### config.mk
export PLATFORM = sky130hd
export DESIGN_NAME = fir_xifu_ex_flat
export DESIGN_NICKNAME = d
export VERILOG_FILES = /design/src/rtl/fir_xifu_ex.sv /design/src/flat_wrapper.sv
export SDC_FILE = /design/constraint.sdc
export NUM_CORES = 1
export LEC_CHECK = 0
export BUFFER_PORTS_ARGS = -buffer_cell sky130_fd_sc_hd__buf_2
export CORE_ASPECT_RATIO = 1.4
export CORE_MARGIN = 3
export CORE_UTILIZATION = 55
export CTS_CLUSTER_DIAMETER = 40
export DETAILED_ROUTE_END_ITERATION = 7
export HOLD_SLACK_MARGIN = 0.05
export MAX_ROUTING_LAYER = met4
export PLACE_DENSITY_LB_ADDON = 0.15
export SETUP_SLACK_MARGIN = 0.3
export SYNTH_ARGS = -nofsm -noshare
export SYNTH_HDL_FRONTEND = slang
export SYNTH_SLANG_ARGS = --single-unit
### constraint.sdc
create_clock -name clk_i -period 5.8 [get_ports clk_i]
set_clock_uncertainty 0.05 [all_clocks]
set_input_delay 0.87 -clock clk_i [delete_from_list [all_inputs] [get_ports clk_i]]
set_output_delay 0.87 -clock clk_i [all_outputs]
set_load 0.005 [all_outputs]
### src/rtl/fir_xifu_ex.sv
// Execute stage of the FIR XIF coprocessor: memory request issue for XFIRLW/XFIRSW
// with autoincrement address, two-cycle signed 4x8-bit dot-product-accumulate for
// XFIRDOTP, and a registered completion record towards writeback.

package cv32e40x_pkg;
    localparam int X_ID_WIDTH = 4;

    typedef enum logic [1:0] {
        PRIV_LVL_U = 2'b00,
        PRIV_LVL_S = 2'b01,
        PRIV_LVL_H = 2'b10,
        PRIV_LVL_M = 2'b11
    } privlvl_t;

    typedef struct packed {
        logic [X_ID_WIDTH-1:0] id;
        logic [31:0]           addr;
        privlvl_t              mode;
        logic                  we;
        logic [2:0]            size;
        logic [3:0]            be;
        logic [1:0]            attr;
        logic [31:0]           wdata;
        logic                  last;
        logic                  spec;
    } x_mem_req_t;
endpackage

package fir_xifu_pkg;
    import cv32e40x_pkg::*;

    localparam logic [2:0] INSTR_INVALID  = 3'd0;
    localparam logic [2:0] INSTR_XFIRLW   = 3'd1;
    localparam logic [2:0] INSTR_XFIRSW   = 3'd2;
    localparam logic [2:0] INSTR_XFIRDOTP = 3'd3;

    typedef struct packed {
        logic                  valid;
        logic [2:0]            instr;
        logic [X_ID_WIDTH-1:0] id;
        logic [4:0]            rs1;
        logic [4:0]            rd;
        logic [31:0]           op_a;
        logic [31:0]           op_b;
        logic [31:0]           op_c;
        logic [11:0]           imm;
    } fir_xifu_id2ex_t;

    typedef struct packed {
        logic                  valid;
        logic [2:0]            instr;
        logic [X_ID_WIDTH-1:0] id;
        logic [4:0]            rs1;
        logic [4:0]            rd;
        logic [31:0]           result;
    } fir_xifu_ex2wb_t;
endpackage

// Memory request channel of the coprocessor side of CV-X-IF.
interface cv32e40x_if_xif;
    import cv32e40x_pkg::*;
    logic       mem_valid;
    logic       mem_ready;
    x_mem_req_t mem_req;

    modport coproc_mem (
        output mem_valid,
        output mem_req,
        input  mem_ready
    );
endinterface

module fir_xifu_ex
    import cv32e40x_pkg::*;
    import fir_xifu_pkg::*;
(
    input  logic                      clk_i,
    input  logic                      rst_ni,
    input  fir_xifu_id2ex_t           id2ex_i,
    output logic                      ready_o,
    cv32e40x_if_xif.coproc_mem        xif_mem_o,
    input  logic                      kill_i,
    output fir_xifu_ex2wb_t           ex2wb_o
);

    typedef enum logic [1:0] {
        IDLE = 2'd0,
        MEM  = 2'd1,
        DOTP = 2'd2
    } state_e;

    // Only the fields needed after the accept cycle are kept.
    typedef struct packed {
        logic [2:0]            instr;
        logic [X_ID_WIDTH-1:0] id;
        logic [4:0]            rs1;
        logic [4:0]            rd;
        logic [31:0]           op_a;
        logic [31:0]           op_c;
        logic [11:0]           imm;
    } instr_reg_t;

    state_e          state_q, state_d;
    logic            mem_valid_q, mem_valid_d;
    x_mem_req_t      mem_req_q, mem_req_d;
    logic            killed_q, killed_d;
    fir_xifu_ex2wb_t ex2wb_q, ex2wb_d;
    instr_reg_t      instr_q;
    logic signed [15:0] prod_d [4];
    logic signed [15:0] prod_q [4];

    logic accept;
    logic is_mem_op;
    logic kill_now;

    function automatic logic signed [15:0] mul_s8(input logic [7:0] a, input logic [7:0] b);
        logic signed [15:0] a_ext;
        logic signed [15:0] b_ext;
        a_ext = {{8{a[7]}}, a};
        b_ext = {{8{b[7]}}, b};
        // |a*b| <= 2^14, so the 16-bit product never overflows.
        return a_ext * b_ext;
    endfunction

    function automatic logic [31:0] sext16(input logic signed [15:0] p);
        return {{16{p[15]}}, p};
    endfunction

    function automatic logic [31:0] dotp_acc(input logic [31:0] acc,
                                             input logic signed [15:0] p0,
                                             input logic signed [15:0] p1,
                                             input logic signed [15:0] p2,
                                             input logic signed [15:0] p3);
        return acc + sext16(p0) + sext16(p1) + sext16(p2) + sext16(p3);
    endfunction

    function automatic logic [31:0] addr_inc(input logic [31:0] base, input logic [11:0] imm);
        return base + {{20{imm[11]}}, imm};
    endfunction

    function automatic x_mem_req_t build_req(input fir_xifu_id2ex_t d);
        x_mem_req_t r;
        r       = '0;
        r.id    = d.id;
        r.addr  = d.op_a;
        r.mode  = PRIV_LVL_M;
        r.we    = (d.instr == INSTR_XFIRSW);
        r.size  = 3'b010;
        r.be    = 4'hF;
        r.last  = 1'b1;
        r.spec  = 1'b0;
        r.wdata = (d.instr == INSTR_XFIRSW) ? d.op_b : 32'h0;
        return r;
    endfunction

    function automatic fir_xifu_ex2wb_t complete(input logic [2:0] instr,
                                                 input logic [X_ID_WIDTH-1:0] id,
                                                 input logic [4:0] rs1,
                                                 input logic [4:0] rd,
                                                 input logic [31:0] result);
        fir_xifu_ex2wb_t w;
        w.valid  = 1'b1;
        w.instr  = instr;
        w.id     = id;
        w.rs1    = rs1;
        w.rd     = rd;
        w.result = result;
        return w;
    endfunction

    assign ready_o   = (state_q == IDLE);
    assign accept    = id2ex_i.valid & ready_o;
    assign is_mem_op = (id2ex_i.instr == INSTR_XFIRLW) || (id2ex_i.instr == INSTR_XFIRSW);
    // A kill arriving in the completion cycle itself must still suppress writeback.
    assign kill_now  = killed_q | kill_i;

    assign xif_mem_o.mem_valid = mem_valid_q;
    assign xif_mem_o.mem_req   = mem_req_q;
    assign ex2wb_o             = ex2wb_q;

    // First dot-product cycle: four signed byte products straight from the operands.
    always_comb begin
        for (int i = 0; i < 4; i++) begin
            prod_d[i] = mul_s8(id2ex_i.op_a[8*i +: 8], id2ex_i.op_b[8*i +: 8]);
        end
    end

    // Next-state, memory request and completion record.
    always_comb begin
        state_d       = state_q;
        mem_valid_d   = mem_valid_q;
        mem_req_d     = mem_req_q;
        killed_d      = killed_q;
        ex2wb_d       = ex2wb_q;
        ex2wb_d.valid = 1'b0;

        unique case (state_q)
            IDLE: begin
                if (accept) begin
                    killed_d = 1'b0;
                    if (is_mem_op) begin
                        state_d     = MEM;
                        mem_valid_d = 1'b1;
                        mem_req_d   = build_req(id2ex_i);
                    end else if (id2ex_i.instr == INSTR_XFIRDOTP) begin
                        state_d = DOTP;
                    end else begin
                        ex2wb_d = complete(id2ex_i.instr, id2ex_i.id, id2ex_i.rs1,
                                           id2ex_i.rd, 32'h0);
                    end
                end
            end
            MEM: begin
                if (kill_i) begin
                    killed_d = 1'b1;
                end
                // The request is never retracted, even when killed.
                if (mem_valid_q && xif_mem_o.mem_ready) begin
                    state_d     = IDLE;
                    mem_valid_d = 1'b0;
                    if (!kill_now) begin
                        ex2wb_d = complete(instr_q.instr, instr_q.id, instr_q.rs1, instr_q.rd,
                                           addr_inc(instr_q.op_a, instr_q.imm));
                    end
                end
            end
            DOTP: begin
                if (kill_i) begin
                    killed_d = 1'b1;
                end
                state_d = IDLE;
                if (!kill_now) begin
                    ex2wb_d = complete(instr_q.instr, instr_q.id, instr_q.rs1, instr_q.rd,
                                       dotp_acc(instr_q.op_c, prod_q[0], prod_q[1],
                                                prod_q[2], prod_q[3]));
                end
            end
            default: begin
                state_d = IDLE;
            end
        endcase
    end

    // Control and externally visible state, cleared asynchronously.
    always_ff @(posedge clk_i or negedge rst_ni) begin
        if (!rst_ni) begin
            state_q     <= IDLE;
            mem_valid_q <= 1'b0;
            mem_req_q   <= '0;
            killed_q    <= 1'b0;
            ex2wb_q     <= '0;
        end else begin
            state_q     <= state_d;
            mem_valid_q <= mem_valid_d;
            mem_req_q   <= mem_req_d;
            killed_q    <= killed_d;
            ex2wb_q     <= ex2wb_d;
        end
    end

    // Instruction register and products; only read after an accept has loaded them.
    always_ff @(posedge clk_i) begin
        if (accept) begin
            instr_q.instr <= id2ex_i.instr;
            instr_q.id    <= id2ex_i.id;
            instr_q.rs1   <= id2ex_i.rs1;
            instr_q.rd    <= id2ex_i.rd;
            instr_q.op_a  <= id2ex_i.op_a;
            instr_q.op_c  <= id2ex_i.op_c;
            instr_q.imm   <= id2ex_i.imm;
            for (int i = 0; i < 4; i++) begin
                prod_q[i] <= prod_d[i];
            end
        end
    end

endmodule

### src/flat_wrapper.sv
// flat-port wrapper written by rule: the top's interface ports become plain ports
module fir_xifu_ex_flat import cv32e40x_pkg::*; import fir_xifu_pkg::*;
  (clk_i, rst_ni, id2ex_i, ready_o, kill_i, ex2wb_o, xif_mem_o_mem_valid, xif_mem_o_mem_req, xif_mem_o_mem_ready);
  cv32e40x_if_xif xif_mem_o_i ();
  input  logic clk_i;
  input  logic rst_ni;
  input  fir_xifu_id2ex_t id2ex_i;
  output logic ready_o;
  input  logic kill_i;
  output fir_xifu_ex2wb_t ex2wb_o;
  output wire logic [$bits(xif_mem_o_i.mem_valid)-1:0] xif_mem_o_mem_valid;
  output wire logic [$bits(xif_mem_o_i.mem_req)-1:0] xif_mem_o_mem_req;
  input wire logic [$bits(xif_mem_o_i.mem_ready)-1:0] xif_mem_o_mem_ready;
  assign xif_mem_o_mem_valid = xif_mem_o_i.mem_valid;
  assign xif_mem_o_mem_req = xif_mem_o_i.mem_req;
  assign xif_mem_o_i.mem_ready = xif_mem_o_mem_ready;
  fir_xifu_ex u_core (.clk_i(clk_i), .rst_ni(rst_ni), .id2ex_i(id2ex_i), .ready_o(ready_o), .xif_mem_o(xif_mem_o_i), .kill_i(kill_i), .ex2wb_o(ex2wb_o));
endmodule
==> results of run 1 <==
metal layers:
| metal | routed length, um | GRT usage [%] | up-vias | share of wire (%) |
|---|---|---|---|---|
| met3 | 2740 | 3.39 | 122 | 4.5 |
| met1 | 25200 | 32.1 | 8897 | 41 |
| li1 | - | - | 8422 | - |
| met5 | 0 | - | - | 0 |
| met2 | 31100 | 45.1 | 446 | 51 |
| met4 | 2430 | 9.59 | 0 | 4.0 |
layout by cell type (no fill, tap or decap), types with 7 or more instances in the layout:
cell type     n
fa_1        313
dfrtp_1     124
nand2_1     164
nor3_1       20
o21ai_0      65
a22o_1       32
clkinvlp_4    7
xnor2_1      86
a31oi_1      12
ha_1        183
xor2_1       30
a21o_1       41
nand4_1      13
mux2_2       38
and3_1       11
buf_2       257
nand2b_1     26
inv_1       562
a21oi_1      74
buf_4        12
clkbuf_16    43
inv_6         7
edfxtp_1    157
a22oi_1      39
nor2b_1      18
and2_1      163
nand3_1      15
nor2_1       86
o21ai_1      24
through the flow:
stage	util, %	std cells	setup WS (ns)
floorplan	-	2471	0.733
global placement	60.5	3297	0.406
detailed placement	60.5	3297	0.288
CTS	63.5	3374	0.700
global route	63.5	3374	0.318
finish	63.5	3375	0.780
final timing paths:
path,slack (ns),depth (start not counted),startpoint,to
max in group asynchronous,4.19,2,rst_ni,u_core.xif_mem_o.mem_req[65]
worst min register to register,0.42,2,u_core.ex2wb_o[38],u_core.ex2wb_o[38]
min in group clk_i,0.42,2,u_core.ex2wb_o[38],u_core.ex2wb_o[38]
worst max-delay path,0.78,17,u_core.prod_q[3][15],u_core.ex2wb_o[30]
worst max register to register,0.78,17,u_core.prod_q[3][15],u_core.ex2wb_o[30]
worst min-delay path,0.26,1,rst_ni,u_core.xif_mem_o.mem_req[6]
sequential cells by signal (all words and copies together), names as in the netlist:
register                    cells
u_core.xif_mem_o.mem_req       70
u_core.instr_q                 93
u_core.prod_q                  64
u_core.state_q                  2
u_core.xif_mem_o.mem_valid      1
u_core.killed_q                 1
u_core.ex2wb_o                 50
synth_stat cells (4+ instances only):
cell       instances
a211oi_1           5
a211oi_2           5
a21boi_0           5
a21boi_1           6
a21o_1            41
a21oi_1           74
a21oi_2            4
a221oi_1           4
a22o_1            32
a22oi_1           39
a31oi_1           12
and2_1           163
and3_1            11
buf_1              4
buf_2              9
buf_4             13
clkbuf_1          30
dfrtp_1          124
edfxtp_1         157
fa_1             313
ha_1             183
inv_1            563
mux2_2            38
mux2i_1            5
nand2_1          165
nand2b_1          26
nand3_1           16
nand4_1           13
nor2_1            86
nor2b_1           18
nor3_1            20
o2111ai_1          4
o21a_1             6
o21ai_0           65
o21ai_1           24
o21ai_2            5
xnor2_1           86
xor2_1            30
critical path, stage by stage (launching register included):
cell      delay [ns]
edfxtp_1        0.49
inv_1           0.73
fa_1            0.55
inv_1           0.08
fa_1            0.41
inv_1           0.08
fa_1            0.41
inv_1           0.06
ha_1            0.27
a21o_1          0.21
a21oi_1         0.15
nor2b_1         0.09
o41ai_2         0.34
o21ai_1         0.15
a221oi_1        0.36
xnor2_1         0.10
a22oi_1         0.26
o21ai_1         0.08
kinds of logic after synthesis:
kind of cell	share of synthesized area (%)
fa+ha+maj	33.5
compound gates	10.2
other cells	0.0147
xor+xnor	3.97
mux	1.87
flops	30.6
simple gates	10.5
buf+inv	9.32
layout make-up:
type	instances	share of cell area [%]
Clock buffer	48	3.79
Multi-Input combinational cell	1571	53.3
Tap cell	611	2.65
Inverter	563	7.33
Antenna cell	1	0.00867
Timing Repair Buffer	271	4.87
Sequential cell	281	27.1
Clock inverter	29	0.945
==> flow_metrics.py, run 1 <==
metrics = {
    "setup_path": {
        "endpoint_class_of_the_critical_path": "register",
        "start_kind": "register",
        "critPathArrivalTime_ns": 5.38,
        "worst-endpoint-required_ns": 6.16,
        "path_class": "register to register",
        "critical_path_peak_fanout": 14,
    },
    "final_layout": {
        "post_route_cells_drive_above_1_share_pct": 14.9,
        "syn2layout_area_growth_pct": 13.0,
        "finish.instance_area_um2": 28900,
        "area.sequential_um2": 7820,
        "design.final.nets": 3356,
        "final_layout_fill_cell_count": 3822,
        "multiInputGateArea_um2": 15400,
    },
    "global_routing": {
        "global_route.usage.total_pct": 26.2,
        "first_pass_grt_wire_length_mm": 98.7,
        "grt.overflow.total": 0,
        "grt_pass1_vias": 18900,
        "antenna_found_initial": 0,
        "largest_net_degree_at_the_start_of_global_routing": 158,
    },
    "clock_network": {
        "clock_latency_ns": 0.56,
        "hold_buffers": 0,
        "postCtsSetupBuffers": 0,
        "htreeDepth": 2,
        "cts_tree": "yes",
        "numClockSinks": 281,
        "root_buffer": "clkbuf_16",
        "clkTransAtPathRegs_ns": 0.06,
        "cts-root-to-sink-buffers": 3,
        "cts_resized": 0,
        "cts-buffers-inserted": 42,
    },
    "routing": {
        "initialDrtViolationCount": 874,
        "post_drt_wl_per_cell_um": 18.2,
        "drtAntennaViolNets": 0,
        "drcViolationCount": 0,
        "via_per_inst": 5.30,
        "detailroute.via_count": 17900,
        "drt_pre_antenna_iters": 6,
        "total_wirelength_mm": 61.4,
    },
    "synth": {
        "post-synth-top-area-fraction_pct": 24.5,
        "synthesis.instances": 2467,
        "syn_area_per_cell_um2": 10.4,
        "post_synth_edffs": 157,
        "synthDominantAreaCellType": "fa_1",
        "synth_async_sr_flop_share_pct": 44.1,
        "postSynthRegisterBits": 281,
        "postSynth.topFlopCell": "edfxtp_1",
        "ys.warnings.count": 0,
        "synth.yosys.seq_area_share_pct": 30.6,
        "synth_area_leaders": "fa_1 (25%), edfxtp_1 (18%), dfrtp_1 (12%)",
        "syn_area_um2": 25600,
        "synth.distinct_cells": 74,
    },
    "sta": {
        "worst_slew_margin_rel_pct": 24.6,
        "tns_ns": 0,
        "finalHoldWorstSlack_ns": 0.258,
        "finalHoldViolations": 0,
        "finalCritPeriodShare_pct": 86.6,
        "unrepaired_setup_endpoints_after_global_routing": "false",
        "max_freq_ghz": 0.199,
        "worst_slew_pin_slew_ns": 1.13,
        "post-route-min-period_ns": 5.02,
        "report.final.slew_viol_count": 0,
        "setup_violations": 0,
    },
    "placed_design": {
        "globalplace.congestion": 0.902,
        "port-buffer-count": 258,
        "place.detailed.hpwl_mm": 49.2,
        "placedInstanceArea_um2": 27500,
    },
    "flow_run": {
        "cap_viol_max_count": 0,
    },
    "floorplanning": {
        "std_cell_rows": 92,
        "starting_utilization_of_the_core_area_pct": 56.2,
        "floorplan.die_area_um2": 49100,
        "pin_count": 264,
        "design.core.area_um2": 45500,
        "die_h_um": 261,
        "die-width_um": 188,
    },
    "status": {
        "outcome": "completed",
    },
    "min_path": {
        "hold_path_class": "input pin to async pin",
    },
}
Power of run 1 is not shown: default switching activity piles up to over one toggle a cycle in this logic, so the estimate is an artifact.
==> inputs of run 2 (changes only) <==
--- a/config.mk
+++ b/config.mk
@@ -6,9 +6,11 @@
 export NUM_CORES = 1
 export LEC_CHECK = 0
 export BUFFER_PORTS_ARGS = -buffer_cell sky130_fd_sc_hd__buf_2
+export CELL_PAD_IN_SITES_DETAIL_PLACEMENT = 2
+export CELL_PAD_IN_SITES_GLOBAL_PLACEMENT = 2
 export CORE_ASPECT_RATIO = 1.4
 export CORE_MARGIN = 3
-export CORE_UTILIZATION = 55
+export CORE_UTILIZATION = 36
 export CTS_CLUSTER_DIAMETER = 40
 export DETAILED_ROUTE_END_ITERATION = 7
 export HOLD_SLACK_MARGIN = 0.05
==> flow_metrics.py, run 2 (synthesis results as in run 1) <==
metrics = {
    "flow_run": {
        "cap_viol_max_count": 0,
    },
    "floorplanning": {
        "design.core.area_um2": 70400,
        "starting_utilization_of_the_core_area_pct": 36.3,
        "die_h_um": 321,
        "std_cell_rows": 115,
        "floorplan.die_area_um2": 74300,
        "pin_count": 264,
        "die-width_um": 231,
    },
    "setup_path": {
        "r2r_start": "u_core.prod_q[2][15]",
        "endpoint_class_of_the_critical_path": "register",
        "critPathArrivalTime_ns": 5.57,
        "critical_path_peak_fanout": 14,
        "worst-endpoint-required_ns": 6.25,
        "path_class": "register to register",
        "start_kind": "register",
        "crit_path_start": "u_core.prod_q[2][15]",
    },
    "final_layout": {
        "syn2layout_area_growth_pct": 17.2,
        "mostFrequentLayoutCells": "inv_1 (561), fa_1 (313), buf_2 (257), ha_1 (183), nand2_1 (164)",
        "post_route_cells_drive_above_1_share_pct": 16.1,
        "largest_reg_by_ff_count": "u_core.instr_q",
        "finish.instance_area_um2": 30000,
        "final_layout_fill_cell_count": 7439,
        "design.final.nets": 3381,
        "layout_commonest_cell": "inv_1",
        "largest_register_ff_count": 93,
    },
    "sta": {
        "max_freq_ghz": 0.195,
        "post-route-min-period_ns": 5.12,
        "finalHoldViolations": 0,
        "worst_slack_ns": 0.680,
        "worst_slew_pin_slew_ns": 1.11,
        "tns_ns": 0,
        "report.final.slew_viol_count": 0,
        "finalHoldWorstSlack_ns": 0.112,
        "setup_violations": 0,
        "worst_slew_margin_rel_pct": 25.7,
        "finalCritPeriodShare_pct": 88.3,
        "unrepaired_setup_endpoints_after_global_routing": "false",
    },
    "clock_network": {
        "clkTransAtPathRegs_ns": 0.05,
        "cts-root-to-sink-buffers": 3,
        "cts-buffers-inserted": 54,
        "cts_tree": "yes",
        "hold_buffers": 0,
        "htreeDepth": 2,
        "numClockSinks": 281,
        "root_buffer": "clkbuf_16",
        "clock_latency_ns": 0.65,
    },
    "routing": {
        "via_per_inst": 4.95,
        "drt_pre_antenna_iters": 4,
        "total_wirelength_mm": 78.9,
        "initialDrtViolationCount": 631,
        "drcViolationCount": 0,
        "detailroute.via_count": 18500,
        "post_drt_wl_per_cell_um": 21.1,
        "drtAntennaViolNets": 0,
    },
    "global_routing": {
        "grt_pass1_vias": 21800,
        "grt.overflow.total": 0,
        "antenna_found_initial": 2,
        "first_pass_grt_wire_length_mm": 125,
        "largest_net_degree_at_the_start_of_global_routing": 158,
        "global_route.usage.total_pct": 22.4,
    },
    "placed_design": {
        "globalplace.congestion": 0.847,
        "place.detailed.hpwl_mm": 63.6,
        "placedInstanceArea_um2": 27900,
        "port-buffer-count": 258,
        "dp_slack_ns": 0.181,
    },
    "status": {
        "outcome": "completed",
    },
    "min_path": {
        "hold_path_class": "input pin to async pin",
    },
}
run 2: cell types whose count changed in the layout (fill, tap and decap cells not counted), sizes merged:
cell / previous run / this run
buf: 271 / 284
clkbuf: 48 / 60
bufinv: 1 / 7
inv: 574 / 579
clkinv: 10 / 13
diode: 1 / 3
clkinvlp: 7 / 6
run 2: layout make-up:
type | instances | area [um^2] | share of cell area (%)
multi-input combinational | 1571 | 15400 | 51.4
sequential | 281 | 7820 | 26.1
inverter | 563 | 2120 | 7.08
timing repair buffer | 284 | 1510 | 5.02
clock buffer | 60 | 1380 | 4.62
tap | 936 | 1170 | 3.91
clock inverter | 42 | 558 | 1.86
antenna | 3 | 7.51 | 0.0251
run 2: final timing paths:
path | to | slack [ns] | depth (start not counted)
worst max register to register | u_core.ex2wb_o[28] | 0.68 | 16
min in group clk_i | u_core.instr_q[22] | 0.36 | 1
worst min-delay path | u_core.ex2wb_o[47] | 0.11 | 1
max in group asynchronous | u_core.xif_mem_o.mem_req[60] | 4.51 | 2
worst max-delay path | u_core.ex2wb_o[28] | 0.68 | 16
worst min register to register | u_core.ex2wb_o[45] | 0.42 | 2
run 2: critical path: stages (launching register included):
cell and delay [ns]:
edfxtp_1 0.53, inv_1 0.44, fa_1 0.66, inv_1 0.06, fa_1 0.49, inv_1 0.05
fa_1 0.49, inv_1 0.05, ha_1 0.35, nand2_1 0.15, nor2_1 0.30, and2_1 0.27
a21o_1 0.24, a21oi_1 0.13, o211a_1 0.24, nor3_1 0.34, a21oi_1 0.13
run 2: repair_timing:
item,4_1_cts,5_1_grt
endpoints found under the hold margin,0,0
endpoints found under the setup margin,0,5
setup buffers,0,10
resized for setup,0,1
run 2: through the flow:
stage / util, % / cells
final: 42.6 / 3740
after global routing: 42.6 / 3739
after CTS: 42.5 / 3727
after detailed placement: 39.7 / 3625
after global placement: 39.7 / 3625
after floorplan: - / 2471
run 2: routing by layer:
metal	vias to the layer above	track usage, %	share of wire, %
met2	312	41.5	54
li1	8456	-	-
met3	117	3.07	3.1
met4	0	7.32	3.4
met1	9619	24.8	39
met5	-	-	0
Power of run 2 is left out for the same reason.
